`config.mk`:
```
export PLATFORM = sky130hd
export DESIGN_NAME = multicycle_control_unit
export DESIGN_NICKNAME = d
export VERILOG_FILES = /design/src/rtl/multicycle_control_unit.sv
export SDC_FILE = /design/constraint.sdc
export NUM_CORES = 1
export LEC_CHECK = 0
export CAP_MARGIN = 20
export CELL_PAD_IN_SITES_DETAIL_PLACEMENT = 1
export CELL_PAD_IN_SITES_GLOBAL_PLACEMENT = 2
export CORE_MARGIN = 10
export CORE_UTILIZATION = 28
export CTS_CLUSTER_DIAMETER = 80
export DETAILED_ROUTE_END_ITERATION = 8
export PLACE_DENSITY = 0.87
export SLEW_MARGIN = 15
export SYNTH_ARGS = -nofsm -noshare
export SYNTH_HDL_FRONTEND = slang
export SYNTH_SLANG_ARGS = --single-unit
export TNS_END_PERCENT = 20
```
`constraint.sdc`:
```
create_clock -name clk -period 1.9 [get_ports clk]
set_input_delay 0.19 -clock clk [delete_from_list [all_inputs] [get_ports clk]]
set_output_delay 0.19 -clock clk [all_outputs]
set_load 0.01 [all_outputs]
```
`src/rtl/multicycle_control_unit.sv`:
```
// Multi-cycle RV32I control FSM.
// Steps each instruction through fetch/decode/execute/memory/writeback states,
// stalls on a variable-latency memory handshake, flags unsupported opcodes and
// counts retired instructions.
//
// Ports:
//   clk, rst              clock (rising edge), asynchronous active-high reset
//   opcode                instr[6:0] from the instruction register
//   mem_ready             memory completes the current access this cycle
//   pc_write              pc_update | branch (zero flag is applied externally)
//   pc_update, branch     unconditional / conditional PC update
//   ir_write              instruction register load
//   adr_src               memory address select (0 = PC, 1 = ALU-out reg)
//   mem_read, mem_write   memory requests
//   reg_write             register file write
//   result_src            00 = ALU-out reg, 01 = mem data reg, 10 = ALU result
//   alu_src_a             00 = PC, 01 = old PC, 10 = rs1, 11 = zero
//   alu_src_b             00 = rs2, 01 = immediate, 10 = constant 4
//   alu_op                00 = add, 10 = funct decode, 11 = branch compare
//   illegal_instr         one-cycle pulse on an unsupported opcode
//   state_dbg             current state encoding
//   instr_retired         completed-instruction counter (wraps)
module multicycle_control_unit #(
  parameter int unsigned CNT_W      = 32,
  parameter bit          ENABLE_JAL = 1'b1,
  parameter bit          ENABLE_LUI = 1'b1
) (
  input  logic             clk,
  input  logic             rst,
  input  logic [6:0]       opcode,
  input  logic             mem_ready,
  output logic             pc_write,
  output logic             pc_update,
  output logic             branch,
  output logic             ir_write,
  output logic             adr_src,
  output logic             mem_read,
  output logic             mem_write,
  output logic             reg_write,
  output logic [1:0]       result_src,
  output logic [1:0]       alu_src_a,
  output logic [1:0]       alu_src_b,
  output logic [1:0]       alu_op,
  output logic             illegal_instr,
  output logic [3:0]       state_dbg,
  output logic [CNT_W-1:0] instr_retired
);

  typedef enum logic [3:0] {
    StFetch    = 4'd0,
    StDecode   = 4'd1,
    StMemAdr   = 4'd2,
    StMemRead  = 4'd3,
    StMemWb    = 4'd4,
    StMemWrite = 4'd5,
    StExecR    = 4'd6,
    StExecI    = 4'd7,
    StAluWb    = 4'd8,
    StJal      = 4'd9,
    StBranch   = 4'd10,
    StLui      = 4'd11,
    StIllegal  = 4'd12
  } state_e;

  localparam logic [6:0] OpLoad   = 7'b0000011;
  localparam logic [6:0] OpStore  = 7'b0100011;
  localparam logic [6:0] OpRType  = 7'b0110011;
  localparam logic [6:0] OpIType  = 7'b0010011;
  localparam logic [6:0] OpBranch = 7'b1100011;
  localparam logic [6:0] OpJal    = 7'b1101111;
  localparam logic [6:0] OpLui    = 7'b0110111;

  state_e           state_q, state_d;
  logic [CNT_W-1:0] cnt_q;
  logic             retire;
  logic             ir_write_raw, pc_update_raw, branch_raw, mem_read_raw;
  logic             mem_write_raw, reg_write_raw, illegal_raw;

  always_ff @(posedge clk or posedge rst) begin
    if (rst) begin
      state_q <= StFetch;
      cnt_q   <= '0;
    end else begin
      state_q <= state_d;
      if (retire) cnt_q <= cnt_q + CNT_W'(1);
    end
  end

  always_comb begin
    state_d       = state_q;
    retire        = 1'b0;
    ir_write_raw  = 1'b0;
    pc_update_raw = 1'b0;
    branch_raw    = 1'b0;
    mem_read_raw  = 1'b0;
    mem_write_raw = 1'b0;
    reg_write_raw = 1'b0;
    illegal_raw   = 1'b0;
    adr_src       = 1'b0;
    result_src    = 2'b00;
    alu_src_a     = 2'b00;
    alu_src_b     = 2'b00;
    alu_op        = 2'b00;
    case (state_q)
      StFetch: begin
        mem_read_raw  = 1'b1;
        alu_src_b     = 2'b10;
        result_src    = 2'b10;
        ir_write_raw  = mem_ready;
        pc_update_raw = mem_ready;
        if (mem_ready) state_d = StDecode;
      end
      StDecode: begin
        // Precompute the branch target into ALU-out while decoding.
        alu_src_a = 2'b01;
        alu_src_b = 2'b01;
        case (opcode)
          OpLoad, OpStore: state_d = StMemAdr;
          OpRType:         state_d = StExecR;
          OpIType:         state_d = StExecI;
          OpBranch:        state_d = StBranch;
          OpJal:           state_d = ENABLE_JAL ? StJal : StIllegal;
          OpLui:           state_d = ENABLE_LUI ? StLui : StIllegal;
          default:         state_d = StIllegal;
        endcase
      end
      StMemAdr: begin
        alu_src_a = 2'b10;
        alu_src_b = 2'b01;
        state_d   = (opcode == OpLoad) ? StMemRead : StMemWrite;
      end
      StMemRead: begin
        adr_src      = 1'b1;
        mem_read_raw = 1'b1;
        if (mem_ready) state_d = StMemWb;
      end
      StMemWb: begin
        result_src    = 2'b01;
        reg_write_raw = 1'b1;
        retire        = 1'b1;
        state_d       = StFetch;
      end
      StMemWrite: begin
        adr_src       = 1'b1;
        mem_write_raw = 1'b1;
        if (mem_ready) begin
          retire  = 1'b1;
          state_d = StFetch;
        end
      end
      StExecR: begin
        alu_src_a = 2'b10;
        alu_op    = 2'b10;
        state_d   = StAluWb;
      end
      StExecI: begin
        alu_src_a = 2'b10;
        alu_src_b = 2'b01;
        alu_op    = 2'b10;
        state_d   = StAluWb;
      end
      StLui: begin
        alu_src_a = 2'b11;
        alu_src_b = 2'b01;
        state_d   = StAluWb;
      end
      StAluWb: begin
        reg_write_raw = 1'b1;
        retire        = 1'b1;
        state_d       = StFetch;
      end
      StJal: begin
        // Return address (old PC + 4) goes to ALU-out; PC takes the target.
        alu_src_a     = 2'b01;
        alu_src_b     = 2'b10;
        pc_update_raw = 1'b1;
        state_d       = StAluWb;
      end
      StBranch: begin
        alu_src_a  = 2'b10;
        alu_op     = 2'b11;
        branch_raw = 1'b1;
        retire     = 1'b1;
        state_d    = StFetch;
      end
      StIllegal: begin
        illegal_raw = 1'b1;
        state_d     = StFetch;
      end
      default: state_d = StFetch;
    endcase
  end

  // Strobes are gated by rst so nothing is written while reset is held.
  assign ir_write      = ir_write_raw & ~rst;
  assign pc_update     = pc_update_raw & ~rst;
  assign branch        = branch_raw & ~rst;
  assign mem_read      = mem_read_raw & ~rst;
  assign mem_write     = mem_write_raw & ~rst;
  assign reg_write     = reg_write_raw & ~rst;
  assign illegal_instr = illegal_raw & ~rst;
  assign pc_write      = pc_update | branch;
  assign state_dbg     = state_q;
  assign instr_retired = cnt_q;

endmodule

```
==> metrics.txt <==
status=finished, final reports clean; pwr dens=~1000 nW/um^2; Worst Path Required=roughly 1.7 ns; CTS max path bufs=2; FF-to-FF path depth=7; synthesized net count=226; post-synth top area share=43.9%; Area growth syn-to-layout=54.3%; hold depth=1; post-synthesis cell area=just over 2000 um^2; Post-DP HPWL=~5000 um; ant diodes=0; Synth Instances=215; initial DRC count=60; Final setup viols=0; Worst slew margin=between 70% and 80%; post-CTS setup repair buffer count=0; Crit Path Category=flop to primary output; residual DRC count=0; CP Data Arrival Time=between 1.5 and 2 ns; post-synthesis sequential area ratio=43.9%; Post-synth EDFFs=0; RSZ-0062 raised after global routing=true; fin area=3170 um^2; Warnings, synthesis=0; Die Y-Extent=roughly 110 um; clk root buf=clkbuf_8; R2R Path End=instr_retired[13]; Clock Skew=around 0.0055 ns; Worst Path Max Fanout=15; dpl cells=around 400; Vias/cell=around 4.7; site row count=31; CTS sink count=36; number of global-route vias before repair=approximately 2100; drt total wl=6380 um; core area=~7000 um^2; Yosys top cell by area=dfrtp_1; MaxCap Viol Count=0; Final #Nets=roughly 320; first-pass GRT wire length=10800 um; CTS tree=built; drt pass-1 iters=4; worst hold margin=0.469 ns; type of origin of the critical path=flop; reg2reg setup slack=~0.11 ns; die area=around 11000 um^2; worst hold endpoint=instr_retired[31]; Yosys reg bits=36; asr flop ratio synth=100%; final hold viol count=0; # port buffers=62; Via Count=between 1500 and 2000; Overflow after GRT=0; H-tree levels=2; Worst IR Drop VDD=~0.00045 V; initial antenna violation count=0; ys flop type=dfrtp_1; WL/cell=~16 um; Avg Inst Size Synth=between 9 and 10 um^2; Num CTS Buffers=5; Yosys cell types=41; crit path capture type=primary output; gpl congestion=0.763; Pins Over Slew Limit=0; synth top area cells=dfrtp_1 (44%), xnor2_1 (8.5%), xor2_1 (6.8%); Leakage=1.46 nW; share of layout cells above drive strength 1=approximately 22%; Starting Density=between 20% and 30%; # IOs=63; crit path time final=~1.8 ns; origin of the critical flop-to-flop path=state_dbg[3]; Overall Global Routing Usage=a little under an eighth; antenna viol nets, final=0; Die Span X=about 110 um; clk slew on worst S/H paths=around 0.07 ns; Worst-Skew Late Latency=0.28 ns; HP Start=instr_retired[31]; Placed Instance Area=a little over 3000 um^2; Tcrit/Tclk final=between 90% and 100%; maximum clock frequency=approximately 540 MHz; HP Class=flop to flop; slew at the pin closest to its max-slew limit=between 0.3 and 0.4 ns; Final Non-Filler Cells=411; pin count of the biggest net entering global routing=37
final cells by class:
type | count | area [um^2]
Tap cell | 99 | 124
Multi-Input combinational cell | 161 | 1130
Timing Repair Buffer | 97 | 881
Clock buffer | 8 | 90.1
Fill cell | 834 | 4010
Sequential cell | 36 | 903
Inverter | 10 | 37.5
metrics by stage:
| step | util [%] | setup TNS, ns | power (mW) | worst slack [ns] |
|---|---|---|---|---|
| after floorplan | - | 0 | 1.72 | 0.126 |
| after global placement | 42.3 | -0.595 | 2.53 | -0.105 |
| after detailed placement | 42.3 | -1.45 | 2.55 | -0.155 |
| after CTS | 43.4 | -0.258 | 3.05 | -0.258 |
| after global routing | 44.2 | -0.142 | 3.32 | -0.0412 |
| final | 44.2 | 0 | 3.08 | 0.0647 |
power by group:
part	switching (mW)	internal [mW]	total (mW)
sequential	0.0942	0.862	0.956
combinational	0.789	0.781	1.57
clock	0.261	0.296	0.557
synth_stat cells, types with 3 or more instances:
| master | number |
|---|---|
| a21oi_1 | 8 |
| and3_1 | 5 |
| clkbuf_1 | 4 |
| dfrtp_1 | 36 |
| inv_1 | 10 |
| nand2_1 | 23 |
| nand2b_1 | 3 |
| nand3_1 | 9 |
| nand4_1 | 5 |
| nor2_1 | 18 |
| nor3_1 | 14 |
| nor4_1 | 8 |
| o22ai_1 | 3 |
| or2_2 | 3 |
| xnor2_1 | 20 |
| xor2_1 | 16 |
kinds of logic after synthesis:
kind of cell | Yosys count | synth area share (%)
multiplexers | 2 | 1.10
buffers and inverters | 18 | 4.02
flip-flops | 36 | 43.9
AND/OR/NAND/NOR | 101 | 28.1
AO/OA/AOI/OAI | 21 | 6.95
XOR/XNOR | 36 | 15.4
adder cells (fa/ha/maj) | 1 | 0.609
critical path, cell delays in order, from the launching register on:
cell	delay, ns
dfrtp_1	0.42
buf_12	0.17
or2_2	0.30
nor3_1	0.18
clkdlybuf4s15_1	0.29
state kept, by name, indices dropped and copies added (netlist names):
| name | flops |
|---|---|
| instr_retired | 32 |
| state_dbg | 4 |
worst max path at each step:
| stage | startpoint | endpoint | slack (ns) | cells past startpoint |
|---|---|---|---|---|
| floorplan | state_dbg[0] | instr_retired[20] | 0.13 | 7 |
| global placement | mem_ready | pc_write | -0.11 | 7 |
| detailed placement | mem_ready | pc_write | -0.15 | 7 |
| CTS | state_dbg[0] | pc_write | -0.26 | 6 |
| global route | state_dbg[0] | pc_update | -0.04 | 5 |
| finish | state_dbg[2] | mem_read | 0.06 | 4 |
timing repair:
action / 4_1_cts / 5_1_grt
endpoints found under the hold margin: 0 / 0
setup endpoints to repair: 17 / 27
hold buffers: 0 / 0
resized for setup: 19 / 29
cloned: 0 / 1
pin swaps: 0 / 3
cells in the final DEF (no fill, tap or decap), types with 2 or more instances in the layout:
| cell | Yosys | layout |
|---|---|---|
| nor2_1 | 18 | 18 |
| clkbuf_1 | 4 | 2 |
| dfrtp_1 | 36 | 34 |
| dfrtp_2 | 0 | 2 |
| clkdlybuf4s50_1 | 0 | 45 |
| and2_1 | 2 | 2 |
| nand2_1 | 23 | 23 |
| nor3_2 | 1 | 2 |
| xnor2_1 | 20 | 20 |
| inv_1 | 10 | 10 |
| nand4_1 | 5 | 5 |
| buf_4 | 0 | 32 |
| a21oi_1 | 8 | 8 |
| xor2_1 | 16 | 16 |
| mux2_2 | 2 | 2 |
| clkbuf_8 | 0 | 6 |
| dlygate4sd2_1 | 0 | 10 |
| or2_2 | 3 | 3 |
| clkbuf_2 | 0 | 4 |
| nor4_4 | 2 | 2 |
| nor4_2 | 0 | 5 |
| nor3_1 | 14 | 13 |
| nand3_2 | 1 | 2 |
| o22ai_1 | 3 | 3 |
| nand2b_1 | 3 | 2 |
| nor4_1 | 8 | 3 |
| and3_1 | 5 | 4 |
| buf_12 | 0 | 2 |
| nand3_1 | 9 | 8 |
routing by layer:
layer | up-vias | wire [um] | track usage, %
met5 | - | 0 | 0
met4 | 0 | 53 | 2.42
met3 | 4 | 597 | 5.24
met2 | 58 | 3040 | 18.8
met1 | 944 | 2690 | 13.2
li1 | 932 | - | -
No activity file was read; power rests on OpenSTA's default activity.
